[src/rtl/wb_arbiter.sv]
// Round-robin arbiter that lets N Wishbone B4 pipelined masters share a
// single slave port. Ownership is granted from IDLE only. It lasts for as
// long as the owner holds CYC. Between two owners the slave always sees at
// least one cycle with CYC low.
module wb_arbiter #(
    parameter int N = 2
) (
    input  logic            wb_clk_i,
    input  logic            wb_rst_i,
    // master side
    input  logic [N-1:0]    m_wb_cyc_i,
    input  logic [N-1:0]    m_wb_stb_i,
    input  logic [N-1:0]    m_wb_we_i,
    input  logic [4*N-1:0]  m_wb_sel_i,
    input  logic [16*N-1:0] m_wb_adr_i,
    input  logic [32*N-1:0] m_wb_dat_i,
    output logic [31:0]     m_wb_dat_o,
    output logic [N-1:0]    m_wb_stall_o,
    output logic [N-1:0]    m_wb_ack_o,
    // slave side
    output logic            s_wb_cyc_o,
    output logic            s_wb_stb_o,
    output logic            s_wb_we_o,
    output logic [3:0]      s_wb_sel_o,
    output logic [15:0]     s_wb_adr_o,
    output logic [31:0]     s_wb_dat_o,
    input  logic [31:0]     s_wb_dat_i,
    input  logic            s_wb_stall_i,
    input  logic            s_wb_ack_i,
    // current owner, one-hot, zero when idle
    output logic [N-1:0]    grant_o
);

    localparam int IW = $clog2(N);

    typedef enum logic {
        IDLE,
        BUSY
    } state_e;

    state_e         state_q, state_d;
    logic [N-1:0]   grant_q, grant_d;
    logic [IW-1:0]  last_q,  last_d;

    // State, grant and last-owner registers; reset gives master 0 first priority.
    always_ff @(posedge wb_clk_i or posedge wb_rst_i) begin
        if (wb_rst_i) begin
            state_q <= IDLE;
            grant_q <= '0;
            last_q  <= IW'(N - 1);
        end else begin
            // NOTE: sequential state uses <= so every register samples pre-edge values.
            state_q <= state_d;
            grant_q <= grant_d;
            last_q  <= last_d;
        end
    end

    // Next-state: round-robin pick from IDLE, release when the owner drops CYC.
    always_comb begin
        logic          found;
        logic [IW-1:0] cand;
        // NOTE: defaults first so no path leaves a variable unassigned (no latches).
        state_d = state_q;
        grant_d = grant_q;
        last_d  = last_q;
        found   = 1'b0;
        cand    = '0;
        case (state_q)
            IDLE: begin
                grant_d = '0;
                if (|m_wb_cyc_i) begin
                    // Search starts just after the most recent owner.
                    for (int k = 1; k <= N; k++) begin
                        cand = IW'((int'(last_q) + k) % N);
                        if (!found && m_wb_cyc_i[cand]) begin
                            found         = 1'b1;
                            grant_d[cand] = 1'b1;
                            last_d        = cand;
                        end
                    end
                    state_d = BUSY;
                end
            end
            BUSY: begin
                if (!(|(m_wb_cyc_i & grant_q))) begin
                    state_d = IDLE;
                    grant_d = '0;
                end
            end
            default: begin
                state_d = IDLE;
                grant_d = '0;
            end
        endcase
    end

    // AND-OR mux of the granted master onto the slave port; all zero when idle.
    always_comb begin
        s_wb_cyc_o = 1'b0;
        s_wb_stb_o = 1'b0;
        s_wb_we_o  = 1'b0;
        s_wb_sel_o = '0;
        s_wb_adr_o = '0;
        s_wb_dat_o = '0;
        for (int i = 0; i < N; i++) begin
            s_wb_cyc_o = s_wb_cyc_o | (m_wb_cyc_i[i] & grant_q[i]);
            s_wb_stb_o = s_wb_stb_o | (m_wb_stb_i[i] & grant_q[i]);
            s_wb_we_o  = s_wb_we_o  | (m_wb_we_i[i]  & grant_q[i]);
            s_wb_sel_o = s_wb_sel_o | (m_wb_sel_i[4*i +: 4]   & {4{grant_q[i]}});
            s_wb_adr_o = s_wb_adr_o | (m_wb_adr_i[16*i +: 16] & {16{grant_q[i]}});
            s_wb_dat_o = s_wb_dat_o | (m_wb_dat_i[32*i +: 32] & {32{grant_q[i]}});
        end
    end

    // Non-owners are held off with STALL and never see ACK; read data is broadcast.
    always_comb begin
        m_wb_stall_o = ~grant_q | {N{s_wb_stall_i}};
        m_wb_ack_o   = grant_q & {N{s_wb_ack_i}};
        m_wb_dat_o   = s_wb_dat_i;
    end

    assign grant_o = grant_q;

endmodule

[config.mk]
export PLATFORM = sky130hd
export DESIGN_NAME = wb_arbiter
export DESIGN_NICKNAME = d
export VERILOG_FILES = /design/src/rtl/wb_arbiter.sv
export SDC_FILE = /design/constraint.sdc
export NUM_CORES = 1
export LEC_CHECK = 0
export CORE_AREA = 4 4 91 93
export CTS_CLUSTER_DIAMETER = 30
export DETAILED_ROUTE_END_ITERATION = 16
export DIE_AREA = 0 0 95 97
export PLACE_DENSITY = 0.68
export SETUP_SLACK_MARGIN = 0.02
export SKIP_CTS_REPAIR_TIMING = 1
export SYNTH_ARGS = -nofsm -noshare
export SYNTH_HDL_FRONTEND = slang
export SYNTH_SLANG_ARGS = --single-unit
[constraint.sdc]
create_clock -name wb_clk_i -period 1.3 [get_ports wb_clk_i]
set_input_delay 0.26 -clock wb_clk_i [delete_from_list [all_inputs] [get_ports wb_clk_i]]
set_output_delay 0.26 -clock wb_clk_i [all_outputs]
set_load 0.01 [all_outputs]
### Word-level counts from Yosys, hierarchy flattened

Index checks and enable logic that the tools add are counted.

| word-level totals | value |
|---|---|
| word-level logic and storage cells | 65 |
| output and inout bits | 93 |
| bits in registers | 4 |
| input bits | 146 |

| cells by class | value |
|---|---|
| add/subtract/negate cells | 2 |
| $lt $le $gt $ge | 4 |
| eq/ne operators | 1 |
| reductions and logical operators | 8 |
| multiplexer cells | 23 |
| bitwise operators | 24 |

Operators with widths:

| kind | count |
|---|---|
| AND 32 bit | 2 |
| AND 16 bit | 2 |
| bitwise OR 32 bit | 1 |
| bitwise OR 16 bit | 1 |
| two-way mux 1 bit | 13 |
| two-way mux 2 bit | 6 |
| AND 4 bit | 2 |
| AND 1 bit | 6 |
| AND 2 bit | 2 |
| < comparator 1 x 2 -> 1 bit (second input constant) | 2 |
| bitwise OR 2 bit | 2 |
| bitwise OR 4 bit | 1 |
| case mux 2 bit (2 select lines) | 1 |
| OR reduction 2 bit | 2 |
| logical AND 1 bit | 3 |
| bitwise OR 1 bit | 3 |
| AND reduction 3 bit | 1 |
| adder 1 bit (second input constant) | 2 |
| demux 1 bit (select 1 bit) | 2 |
| >= comparator 1 bit (second input constant) | 2 |
| != test 2 bit (second input constant) | 1 |
| NOT 2 bit | 1 |
| case mux 1 bit (2 select lines) | 1 |
| nonzero test 2 bit | 1 |
| other kinds (2) | 2 |

### Longest topological paths before layout

| depth | value |
|---|---|
| depth in word-level cells | 12 |
| gate-level depth with buffers | 5 |
| mapped depth without buffers | 2 |

### Worst setup path before layout

OpenSTA, ideal clock, no wires.

| path | value |
|---|---|
| path type | register -> output |
| start point | reg grant_q[0] (netlist: grant_o[0]) |
| end point | out s_wb_dat_o[1] |
| arrival | 1.015 ns |
| buffers on the path | 3 |
| data required time | 1.040 ns |
| slack | 0.025 ns |
| cell stages (with the launch flop) | 5 |
| cell sequence | dfrtp_1 -> buf_6 -> buf_6 -> buf_6 -> a22o_1 |

| between the ends | value |
|---|---|
| longest elaborated chain between the ends | 2 |

RTL lines:

| what | line | text |
|---|---|---|
| start: declaration | 42 | `logic [N-1:0] grant_q, grant_d;` |
| start signal: assignment | 54 | `grant_q <= grant_d;` |
| AND 32 bit | 112 | `s_wb_dat_o = s_wb_dat_o \| (m_wb_dat_i[32*i +: 32] & {32{grant_q[i]}});` |
| bitwise OR 32 bit | 112 |  |
| end: declaration | 26 | `output logic [31:0] s_wb_dat_o,` |

No other way between the ends.

### Final worst setup path

| path | value |
|---|---|
| start point | reg grant_q[1] (netlist: grant_o[1]) |
| end point | out s_wb_dat_o[13] |

Same word-level chain as after synthesis.

==> results.yml <==
drt:
  vias_per_cell: 4.16
  drt-initial-drc-count: 16
  drc: 0
  wl_um: 5910
  antenna_left: 0
  wl_per_cell_um: 15.6
  vias: 1582
  first_pass_iters: 4
timing:
  setup-violations-final: 61
  tns_ns: -15.50
  final.setup_skew_ns: 0.00602
  finalCritPeriodShare: 1.35
  fin_hold_ws_ns: 0.238
  period_minus_slack_ns: 1.76
  hold_viol_final: 0
  fmax_ghz: 0.569
  worst_pin_slew_ns: 0.224
  rsz0062_at_grt: "yes"
  setup_ws_ns: -0.458
  slew-limit-headroom: 0.850
  maxSlewViolCount: 0
logic_synthesis:
  synth.area.top_cells: "a22o_1 47%, buf_4 23%, dfrtp_1 7.2%, buf_6 6.5%, buf_2 3.8%"
  ys_seq_area_frac: 0.0968
  synth_xor_area_frac: 0
  mappedNetlistArea_um2: 1050
  synth_top_family_by_area: "compound AO/OA/AOI/OAI gates"
  synth_cells: 124
  ys_warn_count: 0
  synth_nets: 270
  yosys-mux-area-fraction: 0.0108
  synthAdderAreaFrac: 0
  ys_types: 15
  synth-compound-area-share: 0.492
  synthSimpleGateAreaFrac: 0.0645
  synth_top_cell_area_share: 0.468
  syn_avg_cell_area_um2: 8.45
  synth.largest_area_cell: "a22o_1"
  ys_seq_elements: 4
grt:
  grt_use_total: 0.0993
  grt_max_degree: 38
  grt_pass1_vias: 1604
  grt_overflow: 0
  antenna_found_initial: 0
  grt_pass1_wl_um: 7410
cts:
  clk_pin_slew_ns: 0.03
  cts_buffers: 3
  clock_sinks: 4
  cts_tree: "done"
  clockBufferDepth: 2
  insertion_delay_ns: 0.22
  cts-root-buf: "clkbuf_8"
  htreeDepth: 1
placement:
  place.gp.congestion: 0.758
  hpwl_um: 4380
  io_buffers: 174
  dpl_cell_area_um2: 2670
layout:
  final_area_um2: 2730
  nNetsFinal: 425
  area_delta_synth_final_pct: 161
  layout_common_cells: "113 x clkdlybuf4s50_1, 56 x a22o_1, 47 x clkbuf_2"
  nFillCells: 785
  antenna_cells: 0
  final_common_cell: "clkdlybuf4s50_1"
  drive_above_1_share: 0.295
power:
  p_leak_nw: 1.33
  ir_drop_mv: 0.485
  p_total_mw: 3.41
  p_per_area_nw_per_um2: 1250
setup_path:
  arrival_ns: 1.50
  r2r_cells: 5
  crit_path_end_kind: "primary output"
  cp.depth: 5
  critical_path.slowest_cell: "dfrtp_2"
  path_buf_inv: 4
  startpoint_type: "flip-flop"
  critical-path-top-delay-family: "buffers and inverters"
  cp_data_required_time_ns: 1.04
  cp_cell_sequence: "clkbuf_16, buf_4, buf_4, a22o_1, clkbuf_2"
  path_class: "flip-flop to primary output"
  crit_fanout: 7
  cpMostUsedCell: "buf_4"
  cpPeakStageDelay_ns: 0.48
die:
  io_pins: 239
  rows: 32
  die_h_um: 97
  core_area_um2: 7530
  die_w_um: 95
  die-area_um2: 9220
  initial_utilization: 0.139
min_path:
  hp-class: "input port to async pin"
status:
  status: "complete, but fails checks"
  violations: "setup timing"
job:
  max-cap-violations: 0
## sequential cells by signal, indices dropped and copies added, names as in the netlist
| name | count |
|---|---|
| state_q | 1 |
| last_q | 1 |
| grant_o | 2 |
## area by class of cell
cell class	instances	area [µm²]	share of cell area
timing repair buffer	196	1850	0.677
sequential	4	104	0.0380
tap	102	128	0.0467
inverter	1	3.75	0.00137
multi-input combinational	73	602	0.220
clock buffer	4	45.0	0.0165
## Yosys cell counts, drive strengths merged
cell type,number
a22o,56
o2bb2ai,1
and2,2
a21oi,2
mux2,1
dfstp,1
buf,46
o22ai,1
dfrtp,3
nand2b,5
nand2,3
inv,1
nor2b,2
## path summary, 6_finish.rpt
path | slack [ns] | from | end
min in group wb_clk_i | 0.52 | s_wb_dat_i[20] | m_wb_dat_o[20]
worst min-delay path | 0.24 | wb_rst_i | state_q
max in group asynchronous | 0.83 | wb_rst_i | last_q
worst max-delay path | -0.46 | grant_o[1] | s_wb_dat_o[13]
worst max register to register | -0.11 | grant_o[1] | state_q
worst min register to register | 0.55 | last_q | grant_o[1]
## metal layers
metal  share of wire  GRT usage  wire length (µm)  vias to the layer above
met4           0.025     0.0477               145                        0
met5               0          0                 0                        -
met2            0.49      0.180              2880                      109
met1            0.36     0.0961              2130                      698
met3            0.13     0.0389               756                       18
li1                -          -                 -                      757
## per-stage QoR
| stage | setup slack [ns] | util | cells |
|---|---|---|---|
| after floorplan | 0.0251 | - | 124 |
| after global placement | -0.396 | 0.355 | 361 |
| after detailed placement | -0.405 | 0.355 | 361 |
| after CTS | -0.545 | 0.361 | 365 |
| after global routing | -0.486 | 0.363 | 380 |
| final | -0.458 | 0.363 | 380 |
## where the power goes
part / internal (mW) / switching, mW
registers: 0.185 / 0.0877
clock network: 0.209 / 0.0654
logic: 1.68 / 1.18
total: 2.08 / 1.33
## cell families (layout without fill, tap and decap cells)
logic type	after synthesis	count (layout)
AO/OA/AOI/OAI	60	60
buffers and inverters	47	201
AND/OR/NAND/NOR	12	12
flip-flops	4	4
multiplexers	1	1
Note: power is estimated with default switching activity, not from simulation.
